<file path="src/rtl/branch_station_if.sv">
// Issue/CDB/resolution signal bundle for the branch reservation station.
// The issue stage and the CDB drive it as master; the station is the slave.
interface branch_station_if;
    logic        br_issue;
    logic        br_cond;
    logic        br_pred;
    logic [4:0]  br_Qj;
    logic [4:0]  br_Qk;
    logic [31:0] br_Vj;
    logic [31:0] br_Vk;
    logic [31:0] br_target;
    logic [31:0] br_pc4;
    logic        cdb_valid;
    logic [4:0]  cdb_tag;
    logic [31:0] cdb_data;
    logic        full;
    logic        busy_Q;
    logic        rollback;
    logic [31:0] rollback_pc;
    logic        resolve;

    modport master (
        output br_issue, br_cond, br_pred, br_Qj, br_Qk, br_Vj, br_Vk,
               br_target, br_pc4, cdb_valid, cdb_tag, cdb_data,
        input  full, busy_Q, rollback, rollback_pc, resolve
    );

    modport slave (
        input  br_issue, br_cond, br_pred, br_Qj, br_Qk, br_Vj, br_Vk,
               br_target, br_pc4, cdb_valid, cdb_tag, cdb_data,
        output full, busy_Q, rollback, rollback_pc, resolve
    );
endinterface

</file>
<file path="src/rtl/branch_station.sv">
// Four-entry in-order branch reservation station: snoops the CDB for operands,
// resolves the head branch one cycle after it becomes ready, flushes on mispredict.
module branch_station (
    input  logic            clk,
    input  logic            rst,
    branch_station_if.slave bus
);
    typedef struct packed {
        logic        cond;
        logic        pred;
        logic [4:0]  qj;
        logic [4:0]  qk;
        logic [31:0] vj;
        logic [31:0] vk;
        logic [31:0] target;
        logic [31:0] pc4;
    } entry_t;

    entry_t      ent_q [4];
    entry_t      ent_d [4];
    logic [3:0]  valid_q, valid_d;
    logic [1:0]  head_q, head_d;
    logic [1:0]  tail_q, tail_d;
    logic [2:0]  count_q, count_d;
    logic        resolve_q, resolve_d;
    logic        rollback_q, rollback_d;
    logic [31:0] rollback_pc_q, rollback_pc_d;

    logic        full;
    logic        issue_ok;
    logic        cdb_hit;
    logic        head_ready;
    logic        taken;
    logic        mispredict;
    entry_t      head;
    entry_t      new_ent;
    logic [3:0]  tag_pending;

    assign full       = (count_q == 3'd4);
    assign issue_ok   = bus.br_issue && !full;
    assign cdb_hit    = bus.cdb_valid && (bus.cdb_tag != 5'd0);
    assign head       = ent_q[head_q];
    assign head_ready = valid_q[head_q] && (head.qj == 5'd0) && (head.qk == 5'd0);
    assign taken      = (head.vj == head.vk) ^ head.cond;
    assign mispredict = (taken != head.pred);

    // Incoming entry with same-cycle CDB forwarding so no broadcast is missed.
    always_comb begin
        new_ent.cond   = bus.br_cond;
        new_ent.pred   = bus.br_pred;
        new_ent.qj     = bus.br_Qj;
        new_ent.qk     = bus.br_Qk;
        new_ent.vj     = bus.br_Vj;
        new_ent.vk     = bus.br_Vk;
        new_ent.target = bus.br_target;
        new_ent.pc4    = bus.br_pc4;
        if (cdb_hit && (bus.br_Qj == bus.cdb_tag)) begin
            new_ent.qj = 5'd0;
            new_ent.vj = bus.cdb_data;
        end
        if (cdb_hit && (bus.br_Qk == bus.cdb_tag)) begin
            new_ent.qk = 5'd0;
            new_ent.vk = bus.cdb_data;
        end
    end

    always_comb begin
        // NOTE: every next-state signal gets a default before any branch, so no latch is inferred.
        ent_d         = ent_q;
        valid_d       = valid_q;
        head_d        = head_q;
        tail_d        = tail_q;
        count_d       = count_q;
        resolve_d     = 1'b0;
        rollback_d    = 1'b0;
        rollback_pc_d = 32'd0;

        for (int i = 0; i < 4; i++) begin
            if (cdb_hit && valid_q[i]) begin
                if (ent_q[i].qj == bus.cdb_tag) begin
                    ent_d[i].qj = 5'd0;
                    ent_d[i].vj = bus.cdb_data;
                end
                if (ent_q[i].qk == bus.cdb_tag) begin
                    ent_d[i].qk = 5'd0;
                    ent_d[i].vk = bus.cdb_data;
                end
            end
        end

        if (issue_ok) begin
            ent_d[tail_q]   = new_ent;
            valid_d[tail_q] = 1'b1;
            tail_d          = tail_q + 2'd1;
            count_d         = count_q + 3'd1;
        end

        // Flush overrides the issue above: a mispredict discards everything, including it.
        if (head_ready) begin
            resolve_d = 1'b1;
            if (mispredict) begin
                rollback_d    = 1'b1;
                rollback_pc_d = taken ? head.target : head.pc4;
                valid_d       = 4'd0;
                head_d        = tail_q;
                tail_d        = tail_q;
                count_d       = 3'd0;
            end else begin
                valid_d[head_q] = 1'b0;
                head_d          = head_q + 2'd1;
                count_d         = count_d - 3'd1;
            end
        end
    end

    // NOTE: state registers take non-blocking assignments; the combinational block above uses blocking.
    always_ff @(posedge clk) begin
        if (rst) begin
            valid_q       <= 4'd0;
            head_q        <= 2'd0;
            tail_q        <= 2'd0;
            count_q       <= 3'd0;
            resolve_q     <= 1'b0;
            rollback_q    <= 1'b0;
            rollback_pc_q <= 32'd0;
        end else begin
            valid_q       <= valid_d;
            head_q        <= head_d;
            tail_q        <= tail_d;
            count_q       <= count_d;
            resolve_q     <= resolve_d;
            rollback_q    <= rollback_d;
            rollback_pc_q <= rollback_pc_d;
        end
    end

    // NOTE: entry payload is not reset; valid_q alone decides whether a slot means anything.
    always_ff @(posedge clk) begin
        ent_q <= ent_d;
    end

    always_comb begin
        for (int i = 0; i < 4; i++) begin
            tag_pending[i] = valid_q[i] && ((ent_q[i].qj != 5'd0) || (ent_q[i].qk != 5'd0));
        end
    end

    assign bus.full        = full;
    assign bus.busy_Q      = |tag_pending;
    assign bus.resolve     = resolve_q;
    assign bus.rollback    = rollback_q;
    assign bus.rollback_pc = rollback_pc_q;
endmodule

</file>
<file path="src/flat_wrapper.sv">
// flat-port wrapper written by rule: the top's interface ports become plain ports
module branch_station_flat 
  (clk, rst, bus_br_issue, bus_br_cond, bus_br_pred, bus_br_Qj, bus_br_Qk, bus_br_Vj, bus_br_Vk, bus_br_target, bus_br_pc4, bus_cdb_valid, bus_cdb_tag, bus_cdb_data, bus_full, bus_busy_Q, bus_rollback, bus_rollback_pc, bus_resolve);
  branch_station_if bus_i ();
  input  logic clk;
  input  logic rst;
  input wire logic [$bits(bus_i.br_issue)-1:0] bus_br_issue;
  input wire logic [$bits(bus_i.br_cond)-1:0] bus_br_cond;
  input wire logic [$bits(bus_i.br_pred)-1:0] bus_br_pred;
  input wire logic [$bits(bus_i.br_Qj)-1:0] bus_br_Qj;
  input wire logic [$bits(bus_i.br_Qk)-1:0] bus_br_Qk;
  input wire logic [$bits(bus_i.br_Vj)-1:0] bus_br_Vj;
  input wire logic [$bits(bus_i.br_Vk)-1:0] bus_br_Vk;
  input wire logic [$bits(bus_i.br_target)-1:0] bus_br_target;
  input wire logic [$bits(bus_i.br_pc4)-1:0] bus_br_pc4;
  input wire logic [$bits(bus_i.cdb_valid)-1:0] bus_cdb_valid;
  input wire logic [$bits(bus_i.cdb_tag)-1:0] bus_cdb_tag;
  input wire logic [$bits(bus_i.cdb_data)-1:0] bus_cdb_data;
  output wire logic [$bits(bus_i.full)-1:0] bus_full;
  output wire logic [$bits(bus_i.busy_Q)-1:0] bus_busy_Q;
  output wire logic [$bits(bus_i.rollback)-1:0] bus_rollback;
  output wire logic [$bits(bus_i.rollback_pc)-1:0] bus_rollback_pc;
  output wire logic [$bits(bus_i.resolve)-1:0] bus_resolve;
  assign bus_i.br_issue = bus_br_issue;
  assign bus_i.br_cond = bus_br_cond;
  assign bus_i.br_pred = bus_br_pred;
  assign bus_i.br_Qj = bus_br_Qj;
  assign bus_i.br_Qk = bus_br_Qk;
  assign bus_i.br_Vj = bus_br_Vj;
  assign bus_i.br_Vk = bus_br_Vk;
  assign bus_i.br_target = bus_br_target;
  assign bus_i.br_pc4 = bus_br_pc4;
  assign bus_i.cdb_valid = bus_cdb_valid;
  assign bus_i.cdb_tag = bus_cdb_tag;
  assign bus_i.cdb_data = bus_cdb_data;
  assign bus_full = bus_i.full;
  assign bus_busy_Q = bus_i.busy_Q;
  assign bus_rollback = bus_i.rollback;
  assign bus_rollback_pc = bus_i.rollback_pc;
  assign bus_resolve = bus_i.resolve;
  branch_station u_core (.clk(clk), .rst(rst), .bus(bus_i));
endmodule
</file>
<file path="config.mk">
export PLATFORM = sky130hd
export DESIGN_NAME = branch_station_flat
export DESIGN_NICKNAME = d
export VERILOG_FILES = /design/src/rtl/branch_station_if.sv /design/src/rtl/branch_station.sv /design/src/flat_wrapper.sv
export SDC_FILE = /design/constraint.sdc
export NUM_CORES = 1
export LEC_CHECK = 0
export CAP_MARGIN = 20
export CORE_MARGIN = 5
export CORE_UTILIZATION = 45
export DETAILED_ROUTE_END_ITERATION = 10
export GPL_TIMING_DRIVEN = 0
export SLEW_MARGIN = 10
export SYNTH_ARGS = -nofsm -noshare
export SYNTH_HDL_FRONTEND = slang
export SYNTH_SLANG_ARGS = --single-unit
</file>
<file path="constraint.sdc">
create_clock -name clk -period 4.4 [get_ports clk]
set_input_delay 1.1 -clock clk [delete_from_list [all_inputs] [get_ports clk]]
set_output_delay 1.1 -clock clk [all_outputs]
set_load 0.005 [all_outputs]
</file>
# Word-level counts from Yosys, hierarchy flattened
# Index checks and enable logic that the tools add are counted.
# totals
reg_bits,605
inputBits,181
out_inout_bits,36
elab_cells,158
# classes
add_sub_neg,4
order_cmp,7
n_eq_ne,14
muxes,50
n_bitwise,8
n_reduce_logical,36
# ops
operator,count
bitwise mux 560 bit,1
two-way mux 558 bit,1
two-way mux 140 bit,3
two-way mux 32 bit,11
two-way mux 74 bit,4
binary-select mux 140 bit (select 2 bit),1
demux 140 bit (select 2 bit),1
== test 5 bit,10
two-way mux 5 bit,10
nonzero test 5 bit,9
== test 32 bit,1
logical AND 1 bit,17
two-way mux 4 bit,3
zero test 5 bit,2
two-way mux 3 bit,3
two-way mux 2 bit,4
">= comparator 3 bit, second input constant",2
"less-than comparator 2 x 3 -> 1 bit, second input constant",2
inverter 2 -> 3 bit,2
two-way mux 1 bit,5
"adder 2 x 1 -> 2 bit, second input constant",2
AND 4 bit,1
demux 1 bit (select 2 bit),2
">= comparator 2 x 1 -> 1 bit, second input constant",2
16 further kinds,20

# Logic depth before layout (Yosys ltp)
# Gate-level depths: netlist of the first run.
# depth
depth_word,9
ltp_mapped,12
ltp_nobuf,10

# Worst setup path after synthesis of the first run
# Ideal clock, no wire load.
# synth_timing
path_kind,input to register
from,in bus_br_issue
to,reg u_core.ent_q[100] (netlist name)
setup_time_ns,0.116
arrival_ns,3.823
t_required_ns,4.284
slack_ns,0.462
stages,8
path_buffers,2
cell_sequence,nor2b_1 > clkbuf_1 > nand2_1 > inv_1 > nand2_1 > clkbuf_1 > o22ai_1 > nor2_1
# synth_lines
item,line_no,source
"start, declared",flat_wrapper.sv:7,input wire logic [$bits(bus_i.br_issue)-1:0] bus_br_issue;
"end signal, assigned",branch_station.sv:139,ent_q <= ent_d;
"end, declared",branch_station.sv:19,entry_t ent_q [4];

==> results.md, run 1 <==
Min path:
- The worst hold path passes through 2 cells.
- The worst hold path belongs to the class reg2reg.
- The hold path startpoint is u_core.ent_q[555]$_DFF_P_.

Synth:
- The share of synthesized cell area in and, or, nand and nor gates is 12.83%.
- The fraction of the yosys area taken by sequential cells is 60.86%.
- The most frequently used flop master after synthesis is dfxtp_1.
- Synthesis produced 2138 cells.
- The most repeated cell in the gate-level netlist after synthesis is nor2_1.
- The share of synthesized area in the top cell type comes to 32.70%.
- Each instance of the synthesized netlist takes up on average 11.34 µm².
- Summing the areas of all compound-gate instances in the mapped netlist gives 8.139% of the synthesized area.
- The post-synthesis cell type with the largest combined area is edfxtp_1.
- The area share of xor/xnor cells in the synthesized design is 6.869%.
- The adder-cell share of the synthesized area is 0.5677%.
- After synthesis, the largest family of logic cells by area is simple AND/OR/NAND/NOR gates.
- Ranked by total cell area, the synthesized netlist is headed by edfxtp_1, dfxtp_1, nor2_1.
- The share of async-settable or async-resettable flops after synthesis is 0%.
- By count the netlist is led by nor2_1, dfxtp_1, edfxtp_1, o22ai_1, clkbuf_1.
- The register bit count reported by yosys is 605.
- For this run, the number of Yosys warnings is 0.
- The post-synthesis cell area is 24240 µm².
- The number of distinct library cells after synthesis is 40.
- Of the post-synthesis cell area, the part taken by muxes is 7.622%.
- The post-synth net total is 2330.
- The synthesized design contains 264 enable-type register cells.

Worst setup path:
- Along the worst path, the maximum fanout reaches 10.
- The worst setup path category is in2reg.
- STA classifies the critical path startpoint as an input port.
- The worst setup path is captured at a flop.
- Data on the critical path arrives at its endpoint at 4.48 ns.
- The length in cells of the worst reg-to-reg path is 12.
- The beginning of the critical path is bus_cdb_tag[1].
- The data required time of the critical path is 4.93 ns.
- In this run the critical register-to-register path is launched from u_core.count_q[0]$_SDFF_PP0_.

Route:
- After detailed routing, the number of vias per cell comes to 5.773.
- Summing over every cut layer, the via total after detailed routing is 18180.
- The number of detailed-route iterations in the first pass is 5.
- The number of DRC markers after the initial detailed-route iteration is 1867.
- The detail route stage leaves a number of antenna-violating nets equal to 0.
- After detailed routing, the number of remaining DRC violations is 0.
- The routed length per instance is 23.65 µm.
- The post-detailed-routing wire length is 74.49 mm.

Clock tree:
- The number of clock sinks is 605.
- TritonCTS built the clock tree.
- The clock root buffer is clkbuf_16.
- After clock tree synthesis, the repair step resized 0 gates.
- Post-CTS timing repair inserted 0 buffers for setup.
- The hold buffer count at CTS is 0.
- TritonCTS created 66 clock buffers.
- The clock passes through at most 3 buffers.
- The later pin in the worst-skew pair is clocked with a latency of 0.60 ns.
- The CTS clock-pin slew for the worst setup and hold paths is 0.06 ns.
- The H-tree was split into 3 levels.

Die:
- The overall die width is 242.1 µm.
- In this run the standard cell core region covers 53600 µm².
- The number of placed I/O pins is 217.
- After floorplanning, the core was divided into 85 placement rows.
- The initial standard-cell utilization of the core is 45.23%.
- The full die area is 58620 µm².
- The die is 242.1 µm tall.

GRT:
- The number of antenna violations at the first check in global routing is 6.
- Entering global routing, the biggest net connects 53 pins.
- Global routing consumed, over all layers together, 24.52% of the routing resources.
- The first global-routing pass estimated 111.2 mm of wire.
- The via count of the first global-routing pass was 18180.
- The total global routing overflow is 0.

Placement:
- The worst setup timing slack at the placement stage is -0.04735 ns.
- The half-perimeter wire length after detailed placement is 50.03 mm.
- The count of buffers inserted at the top-level ports is 184.
- The number of placed instances, taps included is 3022.
- The final weighted congestion in routability-driven placement is 0.9276.

Status:
- The flow ran to the end, and the final reports show no timing, DRC or antenna violations.

Pwr:
- The leakage power summed over all cells is 10.68 nW.
- VDD sags by at most 0.0003047 V.
- The power per cell area is 577.7 nW/µm².

STA:
- The portion of the clock cycle consumed by the worst path in the final layout is 89.77%.
- Timing would allow up to 0.2532 GHz.
- On the final layout, the worst clock skew is 0.02685 ns.
- Counting I/O delays and the setup requirement, the final critical path takes 3.950 ns.
- The post-route worst hold slack is 0.4984 ns.
- In the post-route analysis, the smallest setup slack over all paths is 0.4501 ns.
- The number of hold violations in the final report is 0.
- The number of pins exceeding their max-slew limit in the final report is 0.
- The slew at the pin closest to its max-slew limit is 0.9796 ns.
- Setup repair after global routing left no endpoint under its margin.
- Setup violations remaining at the end of the flow were counted as 0.
- The worst slew margin relative to its limit is 34.69%.
- The sum of negative setup slack is 0 ns.

Cells and area:
- The number of standard cells in the layout, taps in and fillers out is 3149.
- The layout overhead on the synthesized area is 20.45%.
- Fill cells in the final layout number 4617.
- The sequential cell area is 14750 µm².
- The multi-input gate area in the final layout is 8736 µm².
- The net count of the finished layout is 2587.
- The ratio of cells with drive above 1 in the final layout is 9.436%.

Run:
- Max-cap violations in this run came to 0.
area by class of cell:
class / count / share of cell area [%]
Sequential cell: 605 / 50.52
Multi-Input combinational cell: 1376 / 29.92
Timing Repair Buffer: 189 / 6.723
Clock buffer: 98 / 6.414
Tap cell: 696 / 2.982
Buffer: 145 / 2.429
Clock inverter: 23 / 0.7798
Inverter: 12 / 0.1885
Antenna cell: 5 / 0.04285
placed cells by master, fill, tap and decap left out, types with 3 or more instances in the layout:
cell type	instances
nor4_1	22
clkbuf_1	116
inv_1	6
clkinv_2	8
nor2_1	591
or4_1	3
ha_1	11
xnor2_1	92
nand2_1	41
o22ai_1	258
buf_6	4
inv_4	4
buf_4	33
clkbuf_16	67
diode_2	5
edfxtp_1	264
xor2_1	90
o21ai_0	40
mux4_2	66
nand2b_1	4
a2111oi_2	4
clkinv_1	5
nor3_1	17
buf_2	15
mux2i_1	35
clkdlybuf4s50_1	184
nand3_1	55
bufinv_16	3
clkbuf_8	8
nand4_1	28
dfxtp_1	341
buf_16	4
inv_6	4
registers in the layout, indices dropped and copies added (netlist names):
signal,flops
u_core.ent_q,560
u_core.bus.rollback,1
u_core.tail_q,2
u_core.bus.rollback_pc,32
u_core.valid_q,4
u_core.bus.resolve,1
u_core.head_q,2
u_core.count_q,3
metal layers:
metal | share of wire, % | track usage (%) | wire length, µm
met1 | 41 | 32.29 | 30500
met2 | 46 | 38.96 | 34560
met3 | 8.6 | 5.836 | 6434
met4 | 4.0 | 10.83 | 2973
met5 | 0.017 | 0 | 13
stage by stage:
stage / util [%] / power (mW) / instance area, µm²
2_1_floorplan: - / 10.15 / 24240
3_3_place_gp: 50.29 / 11.30 / 26960
3_5_place_dp: 50.52 / 11.48 / 27080
4_1_cts: 54.44 / 16.87 / 29180
5_1_grt: 54.47 / 17.58 / 29200
6_report: 54.48 / 16.87 / 29200
where the power goes:
| part | internal (mW) | leakage, nW | switching [mW] |
|---|---|---|---|
| Sequential | 7.17 | 5.28 | 0.866 |
| Combinational | 1.50 | 4.37 | 1.94 |
| Clock | 3.15 | 1.03 | 2.24 |
| Total | 11.8 | 10.7 | 5.05 |
logic make-up after synthesis:
group / Yosys count
AND/OR/NAND/NOR: 764
XOR/XNOR: 185
multiplexers: 102
adder cells (fa/ha/maj): 11
flip-flops: 605
buffers and inverters: 157
AO/OA/AOI/OAI: 314
critical path: stages:
cell and delay, ns:
clkdlybuf4s50_1 0.47, clkbuf_1 0.67, xor2_1 0.14, nor3_1 0.23
nand4_1 0.41, nand2_1 0.43, clkbuf_1 0.65, o22ai_1 0.21
nor2_1 0.15
path summary, 6_finish.rpt:
path,end,slack (ns)
worst max register to register,u_core.ent_q[348]$_DFF_P_,0.73
worst min-delay path,u_core.ent_q[555]$_DFF_P_,0.50
worst min register to register,u_core.ent_q[555]$_DFF_P_,0.50
worst max-delay path,u_core.ent_q[267]$_DFF_P_,0.45
Power figures use the tool's default switching activity.
==> run 2, diff against run 1 <==
--- a/config.mk
+++ b/config.mk
@@ -7,7 +7,7 @@
 export LEC_CHECK = 0
 export CAP_MARGIN = 20
 export CORE_MARGIN = 5
-export CORE_UTILIZATION = 45
+export CORE_UTILIZATION = 25
 export DETAILED_ROUTE_END_ITERATION = 10
 export GPL_TIMING_DRIVEN = 0
 export SLEW_MARGIN = 10
==> results.md, run 2 (synthesis gave the netlist of run 1 again) <==
Cells and area:
- The number of flip-flops under the largest register name was 560 (unchanged).
- The register name with the most flops is u_core.ent_q.
- The layout filler cell count was 9737 (+110%).
- The library cells used most frequently in the layout, excluding fill and tap cells, are nor2_1, dfxtp_1, edfxtp_1.
- The number of standard cells in the layout, taps in and fillers out came to 3738 (+19%).
- The ratio of cells with drive above 1 in the final layout is 9.837% (+0.40 points).
- The sequential cell area came to 14750 µm² (unchanged).
- The net count of the finished layout is 2591 (+0.15%).
- The area growth from synthesis to layout is 23.84%.
- The multi-input gate area in the final layout is 8736 µm² (unchanged).
- The library cell used most frequently in the layout, excluding fill and tap cells, is nor2_1.

GRT:
- The via count of the first global-routing pass was 17440 (-4.0%).
- The total global routing overflow is 0 (unchanged).
- The first-pass GRT wire length is 112.9 mm (+1.6%).
- The pin count of the biggest net entering global routing is 53 (unchanged).
- The global routing usage summed across all routing layers was 14.40% (-10 points).
- The number of antenna violations at the first check in global routing came to 22 (+16).

Route:
- The total number of vias is 17790 (-2.1%).
- The post-detailed-routing wire length is 77.46 mm (+4.0%).
- The number of detailed-route iterations in the first pass came to 6 (+1).
- The routed length per instance is 20.72 µm (-12%).
- The number of nets with antenna violations after routing was 0 (unchanged).
- The number of DRC markers after the initial detailed-route iteration came to 1856 (-0.59%).
- The post-route DRC violation count is 0 (unchanged).
- The post-detailed-route via-to-cell ratio is 4.760 (-18%).

Worst setup path:
- The category of the worst setup path capture point is a flop.
- The kind of cell with the highest combined delay on the critical path is simple AND/OR/NAND/NOR gates.
- The worst setup path is launched from an input port.
- The beginning of the critical path is bus_cdb_tag[1].
- The worst setup path is of the in2reg kind.
- The number of buffer and inverter stages on the critical path is 3 (unchanged).
- The critical register-to-register path endpoint is u_core.ent_q[213]$_DFF_P_.
- Traced cell by cell, the critical path runs through clkdlybuf4s50_1, or4_1, o21a_1, clkbuf_1, nand4_1, nor2_1, nor2_1, clkbuf_1, nor2_1, nor2_1.
- The critical path's largest stage delay came to 0.63 ns (-0.04 ns).
- The maximum fanout along the worst path was 10 (unchanged).
- The internal reg-to-reg setup slack is 0.68 ns (-0.05 ns).
- The startpoint identified for the worst register-to-register timing path is u_core.count_q[0]$_SDFF_PP0_.
- By instance count, the cell type seen most on the critical path is nor2_1.
- The length in cells of the worst reg-to-reg path is 12 (unchanged).
- The data arrival time at the worst-slack endpoint was 4.60 ns (+0.12 ns).
- The slowest stage of the critical path belongs to the cell nor2_1.
- The data required time of the critical path is 4.93 ns (about the same).

Clock tree:
- The CTS tree is built.
- The number of clock sinks is 605 (unchanged).
- The total CTS buffers is 68 (+3.0%).
- The insertion delay of the later-clocked pin in the worst-skew pair is 0.61 ns (about the same).
- The largest buffer count on any clock path was 3 (unchanged).
- The quantity of gates resized following cts was 0 (unchanged).
- The tree is rooted in a clkbuf_16.
- The buffers inserted during post-CTS setup optimization is 0 (unchanged).
- The hold buffer count at CTS is 0 (unchanged).
- The CTS clock-pin slew for the worst setup and hold paths is 0.06 ns (about the same).
- The deepest level of the CTS H-tree is 3 (unchanged).

Die:
- The initial standard-cell utilization of the core is 25.14% (-20 points).
- The full die area came to 103300 µm² (+76%).
- The overall die width is 321.4 µm (+33%).
- The total core area was 96420 µm² (+80%).
- The number of placed I/O pins is 217 (unchanged).
- The floorplan die height was 321.4 µm (+33%).
- The number of rows in the core area is 114 (+34%).

STA:
- Setup repair after global routing left no endpoint under its margin.
- The setup clock skew after layout was 0.01928 ns (-0.007574 ns).
- The worst-case setup margin in the final layout was 0.3361 ns (-0.1140 ns).
- The post-route worst hold slack is 0.5054 ns (+0.006957 ns).
- The worst slew margin relative to its limit was 33.83% (-0.86 points).
- The minimum clock period after layout is 4.064 ns (+0.1140 ns).
- The slew at the pin closest to its max-slew limit came to 0.9925 ns (+0.01284 ns).
- The achievable frequency is 0.2461 GHz (-2.8%).
- The number of pins exceeding their max-slew limit in the final report is 0 (unchanged).
- The number of hold violations in the final report is 0 (unchanged).
- The portion of the clock cycle consumed by the worst path in the final layout is 92.36% (+2.6 points).
- The sum of negative setup slack is 0 ns (unchanged).
- The final count of negative-setup-slack endpoints was 0 (unchanged).

Placement:
- The number of placed instances, taps included is 3602 (+19%).
- The worst setup timing slack at the placement stage came to -0.1180 ns (-0.07069 ns).
- The half-perimeter wire length after detailed placement is 53.96 mm (+7.9%).
- The final weighted congestion in routability-driven placement is 0.8803 (-5.1%).
- The count of buffers inserted at the top-level ports came to 184 (unchanged).

Pwr:
- The power per cell area came to 562.4 nW/µm² (-2.7%).
- The leakage power summed over all cells is 10.72 nW (+0.37%).
- The largest vdd supply drop came to 0.0003229 V (+6.0%).

Min path:
- The worst-case hold path end point is u_core.ent_q[133]$_DFF_P_.
- The cell depth of the worst min-delay path is 2 (unchanged).
- The hold path startpoint is u_core.ent_q[133]$_DFF_P_.
- The worst hold path belongs to the class reg2reg.

Run:
- The number of max-cap violations is 0 (unchanged).

Status:
- The run finished with clean final reports.
[run 2: final cells by class]
class,instances,area share [%]
antenna,12,0.1000
buffer,145,2.363
clock buffer,93,6.388
clock inverter,28,0.7876
inverter,12,0.1834
multi-input combinational,1376,29.10
sequential,605,49.14
tap,1276,5.317
timing repair buffer,191,6.626
[run 2: worst register-to-register path, delay by kind of cell, from the launching register on]
family                   cells  cell delay (ns)
adder cells (fa/ha/maj)      1             0.18
buffers and inverters        4             1.50
flip-flops                   1             0.37
AND/OR/NAND/NOR              7             1.62
[run 2: per-stage QoR]
stage	instance area [µm²]	utilization, %	power, mW
floorplan	24240	-	10.15
global placement	27680	28.71	11.32
detailed placement	27800	28.83	11.41
CTS	29960	31.07	16.93
global route	30000	31.11	17.65
finish	30030	31.14	16.89
[run 2: worst max path at each step]
stage / to / slack [ns] / cells past startpoint
floorplan: u_core.ent_q[100]$_DFF_P_ / 0.46 / 8
global placement: u_core.ent_q[218]$_DFF_P_ / -2.52 / 9
detailed placement: u_core.ent_q[73]$_DFF_P_ / -0.12 / 10
CTS: u_core.ent_q[84]$_DFF_P_ / 0.51 / 10
global route: u_core.ent_q[112]$_DFF_P_ / 0.25 / 10
finish: u_core.ent_q[84]$_DFF_P_ / 0.34 / 10
[run 2: power breakdown]
group | total [mW] | switching (mW) | internal, mW
Sequential | 8.04 | 0.862 | 7.17
Combinational | 3.35 | 1.85 | 1.50
Clock | 5.50 | 2.31 | 3.19
[run 2: layer usage]
| metal | vias up | part of all wire [%] | GRT usage (%) |
|---|---|---|---|
| met5 | - | 0.063 | 0 |
| met3 | 140 | 8.6 | 3.926 |
| li1 | 8193 | - | - |
| met4 | 10 | 3.3 | 4.970 |
| met1 | 8716 | 43 | 19.61 |
| met2 | 735 | 45 | 22.19 |
==> run 3, diff against run 2 <==
--- a/config.mk
+++ b/config.mk
@@ -10,6 +10,7 @@
 export CORE_UTILIZATION = 25
 export DETAILED_ROUTE_END_ITERATION = 10
 export GPL_TIMING_DRIVEN = 0
+export PLACE_DENSITY = 0.51
 export SLEW_MARGIN = 10
 export SYNTH_ARGS = -nofsm -noshare
 export SYNTH_HDL_FRONTEND = slang
==> results.md, run 3 (synthesis gave the netlist of run 1 again) <==
Worst setup path:
- The internal reg-to-reg setup slack was 0.78 ns (+0.10 ns).
- The data arrival time at the worst-slack endpoint is 4.40 ns (-0.20 ns).
- The length in cells of the worst reg-to-reg path is 12 (unchanged).
- The maximum fanout along the worst path is 10 (unchanged).
- The startpoint type of the worst setup path is an input port.
- The slowest stage of the critical path is the clkbuf_1 cell.
- In this design, the critical path's most frequently occurring cell is nor2_1.
- The total stage count of the critical path is 10 (unchanged).
- The endpoint identified for the worst register-to-register timing path is u_core.ent_q[111]$_DFF_P_.
- The critical path's largest stage delay is 0.60 ns (-0.03 ns).
- The critical path ends at u_core.ent_q[111]$_DFF_P_.
- The category of the worst setup path capture point is a flop.
- The critical path goes through clkdlybuf4s50_1, or4_1, o21a_1, clkbuf_1, nand4_1, nor2_1, nor2_1, clkbuf_1, nor2_1, nor2_1.
- Tracing the worst setup path back leads to its startpoint at bus_cdb_tag[2].
- The worst setup path category is in2reg.
- In this design, the largest share of critical-path delay is due to simple AND/OR/NAND/NOR gates.
- The number of buffer and inverter stages on the critical path is 3 (unchanged).
- In this run the critical register-to-register path is launched from u_core.count_q[0]$_SDFF_PP0_.
- The data required time of the critical path is 4.94 ns (about the same).

STA:
- The final count of negative-setup-slack endpoints was 0 (unchanged).
- Setup repair after global routing left no endpoint under its margin.
- The setup clock skew after layout is 0.02399 ns (+0.004712 ns).
- The sum of negative setup slack is 0 ns (unchanged).
- The worst slew margin relative to its limit is 33.39% (-0.44 points).
- The achievable frequency is 0.2591 GHz (+5.3%).
- The slew at the pin closest to its max-slew limit was 0.9991 ns (+0.006623 ns).
- The number of pins exceeding their max-slew limit in the final report is 0 (unchanged).
- The portion of the clock cycle consumed by the worst path in the final layout is 87.72% (-4.6 points).
- The number of hold violations in the final report was 0 (unchanged).
- The minimum clock period after layout is 3.860 ns (-0.2040 ns).

Placement:
- The number of placed instances, taps included is 3603 (+0.028%).
- The final weighted congestion in routability-driven placement is 0.8700 (-1.2%).
- The count of buffers inserted at the top-level ports came to 184 (unchanged).
- The half-perimeter wire length after detailed placement is 54.68 mm (+1.3%).

Clock tree:
- The number of clock sinks is 605 (unchanged).
- The quantity of gates resized following cts came to 0 (unchanged).
- The cell sitting at the root of the clock tree is a clkbuf_16.
- The hold buffer count at CTS is 0 (unchanged).
- The CTS clock-pin slew for the worst setup and hold paths is 0.06 ns (about the same).
- The insertion delay of the later-clocked pin in the worst-skew pair is 0.62 ns (about the same).
- The CTS tree is built.
- The deepest level of the CTS H-tree is 3 (unchanged).
- The total CTS buffers is 71 (+4.4%).
- The largest buffer count on any clock path is 3 (unchanged).
- The buffers inserted during post-CTS setup optimization is 0 (unchanged).

Cells and area:
- The number of standard cells in the layout, taps in and fillers out is 3739 (+0.027%).
- The leading cell type in the layout, fill and taps excluded is nor2_1.
- In the layout the commonest cells are nor2_1, dfxtp_1, edfxtp_1.
- The number of flip-flops under the largest register name is 560 (unchanged).
- Counting flops per register, the top entry is u_core.ent_q.
- The net count of the finished layout is 2595 (+0.15%).
- The ratio of cells with drive above 1 in the final layout is 10.01% (+0.18 points).
- The layout overhead on the synthesized area is 24.79%.

Route:
- The number of nets with antenna violations after routing was 0 (unchanged).
- The number of detailed-route iterations in the first pass is 5 (-1).
- The post-detailed-routing wire length is 78.34 mm (+1.1%).
- The routed length per instance is 20.95 µm (+1.1%).
- The post-route DRC violation count is 0 (unchanged).
- The total number of vias is 17510 (-1.6%).
- The post-detailed-route via-to-cell ratio came to 4.683 (-1.6%).
- The number of DRC markers after the initial detailed-route iteration is 1425 (-23%).

Status:
- The flow ran to the end, and the final reports show no timing, DRC or antenna violations.

Pwr:
- The leakage power summed over all cells is 10.83 nW (+1.1%).
- The largest vdd supply drop came to 0.0003137 V (-2.8%).
- The power per cell area is 574.9 nW/µm² (+2.2%).

Min path:
- The worst hold path belongs to the class reg2reg.

Die:
- The full die area came to 103300 µm² (unchanged).
- The overall die width was 321.4 µm (unchanged).
- The floorplan die height is 321.4 µm (unchanged).
- The number of placed I/O pins is 217 (unchanged).
- The number of rows in the core area is 114 (unchanged).
- The total core area is 96420 µm² (unchanged).
- The initial standard-cell utilization of the core is 25.14% (unchanged).

GRT:
- The number of antenna violations at the first check in global routing came to 16 (-27%).
- The total global routing overflow is 0 (unchanged).
- The global routing usage summed across all routing layers is 14.68% (+0.27 points).
- The via count of the first global-routing pass was 17150 (-1.7%).
- The first-pass GRT wire length is 114.6 mm (+1.5%).
- The pin count of the biggest net entering global routing is 48 (-9.4%).

Run:
- The number of max-cap violations was 0 (unchanged).
-- run 3: cell types whose count changed in the layout (fill, tap and decap cells not counted), sizes merged --
cell and delta:
clkbuf +15, clkinv -8, diode -6, bufinv +3, clkinvlp -2, inv -2, buf +1
-- run 3: worst min path at each step --
stage,startpoint,to,slack (ns),cells past startpoint
floorplan,u_core.ent_q[130]$_DFF_P_,u_core.ent_q[130]$_DFF_P_,0.47,2
global placement,u_core.ent_q[410]$_DFF_P_,u_core.ent_q[410]$_DFF_P_,0.49,2
detailed placement,u_core.ent_q[550]$_DFF_P_,u_core.ent_q[550]$_DFF_P_,0.50,2
CTS,u_core.ent_q[410]$_DFF_P_,u_core.ent_q[410]$_DFF_P_,0.50,2
global route,u_core.ent_q[126]$_DFF_P_,u_core.ent_q[126]$_DFF_P_,0.53,2
finish,u_core.ent_q[416]$_DFF_P_,u_core.ent_q[416]$_DFF_P_,0.50,2
-- run 3: layout make-up --
| cell class | instances | area, µm² |
|---|---|---|
| Sequential cell | 605 | 14750 |
| Clock buffer | 108 | 2132 |
| Multi-Input combinational cell | 1376 | 8736 |
| Clock inverter | 19 | 247.7 |
| Tap cell | 1276 | 1597 |
| Buffer | 145 | 709.4 |
| Timing Repair Buffer | 192 | 2008 |
| Fill cell | 9875 | 66170 |
| Inverter | 12 | 55.05 |
| Antenna cell | 6 | 15.01 |
-- run 3: metrics by stage --
stage / hold WS (ns) / utilization [%] / worst slack, ns / total power, mW / instance area (µm²)
after floorplan: 0.4750 / - / 0.4615 / 10.15 / 24240
after global placement: 0.4887 / 28.71 / -2.654 / 11.40 / 27680
after detailed placement: 0.4969 / 28.85 / 0.03594 / 11.46 / 27820
after CTS: 0.5048 / 31.32 / 0.6693 / 17.53 / 30200
after global routing: 0.5281 / 31.36 / 0.4046 / 18.23 / 30240
final: 0.5019 / 31.38 / 0.5401 / 17.39 / 30250
-- run 3: layer usage --
layer	vias to the layer above	routed length [µm]	global-route usage (%)
met5	-	100	0
met4	16	2366	4.584
met3	140	5517	4.008
met2	554	36240	23.79
met1	8598	34120	19.18
li1	8200	-	-
-- run 3: power breakdown --
| group | total (mW) | internal [mW] | switching, mW | leakage, nW |
|---|---|---|---|---|
| combinational | 3.37 | 1.50 | 1.87 | 4.39 |
| clock | 6.00 | 3.64 | 2.36 | 1.16 |
| sequential | 8.03 | 7.17 | 0.856 | 5.28 |
-- run 3: worst reg2reg max path: cells and delay by family (launching register included) --
| family | cells | cell delay [ns] |
|---|---|---|
| adder cells (fa/ha/maj) | 1 | 0.18 |
| buffers and inverters | 4 | 1.52 |
| flip-flops | 1 | 0.37 |
| AND/OR/NAND/NOR | 7 | 1.48 |
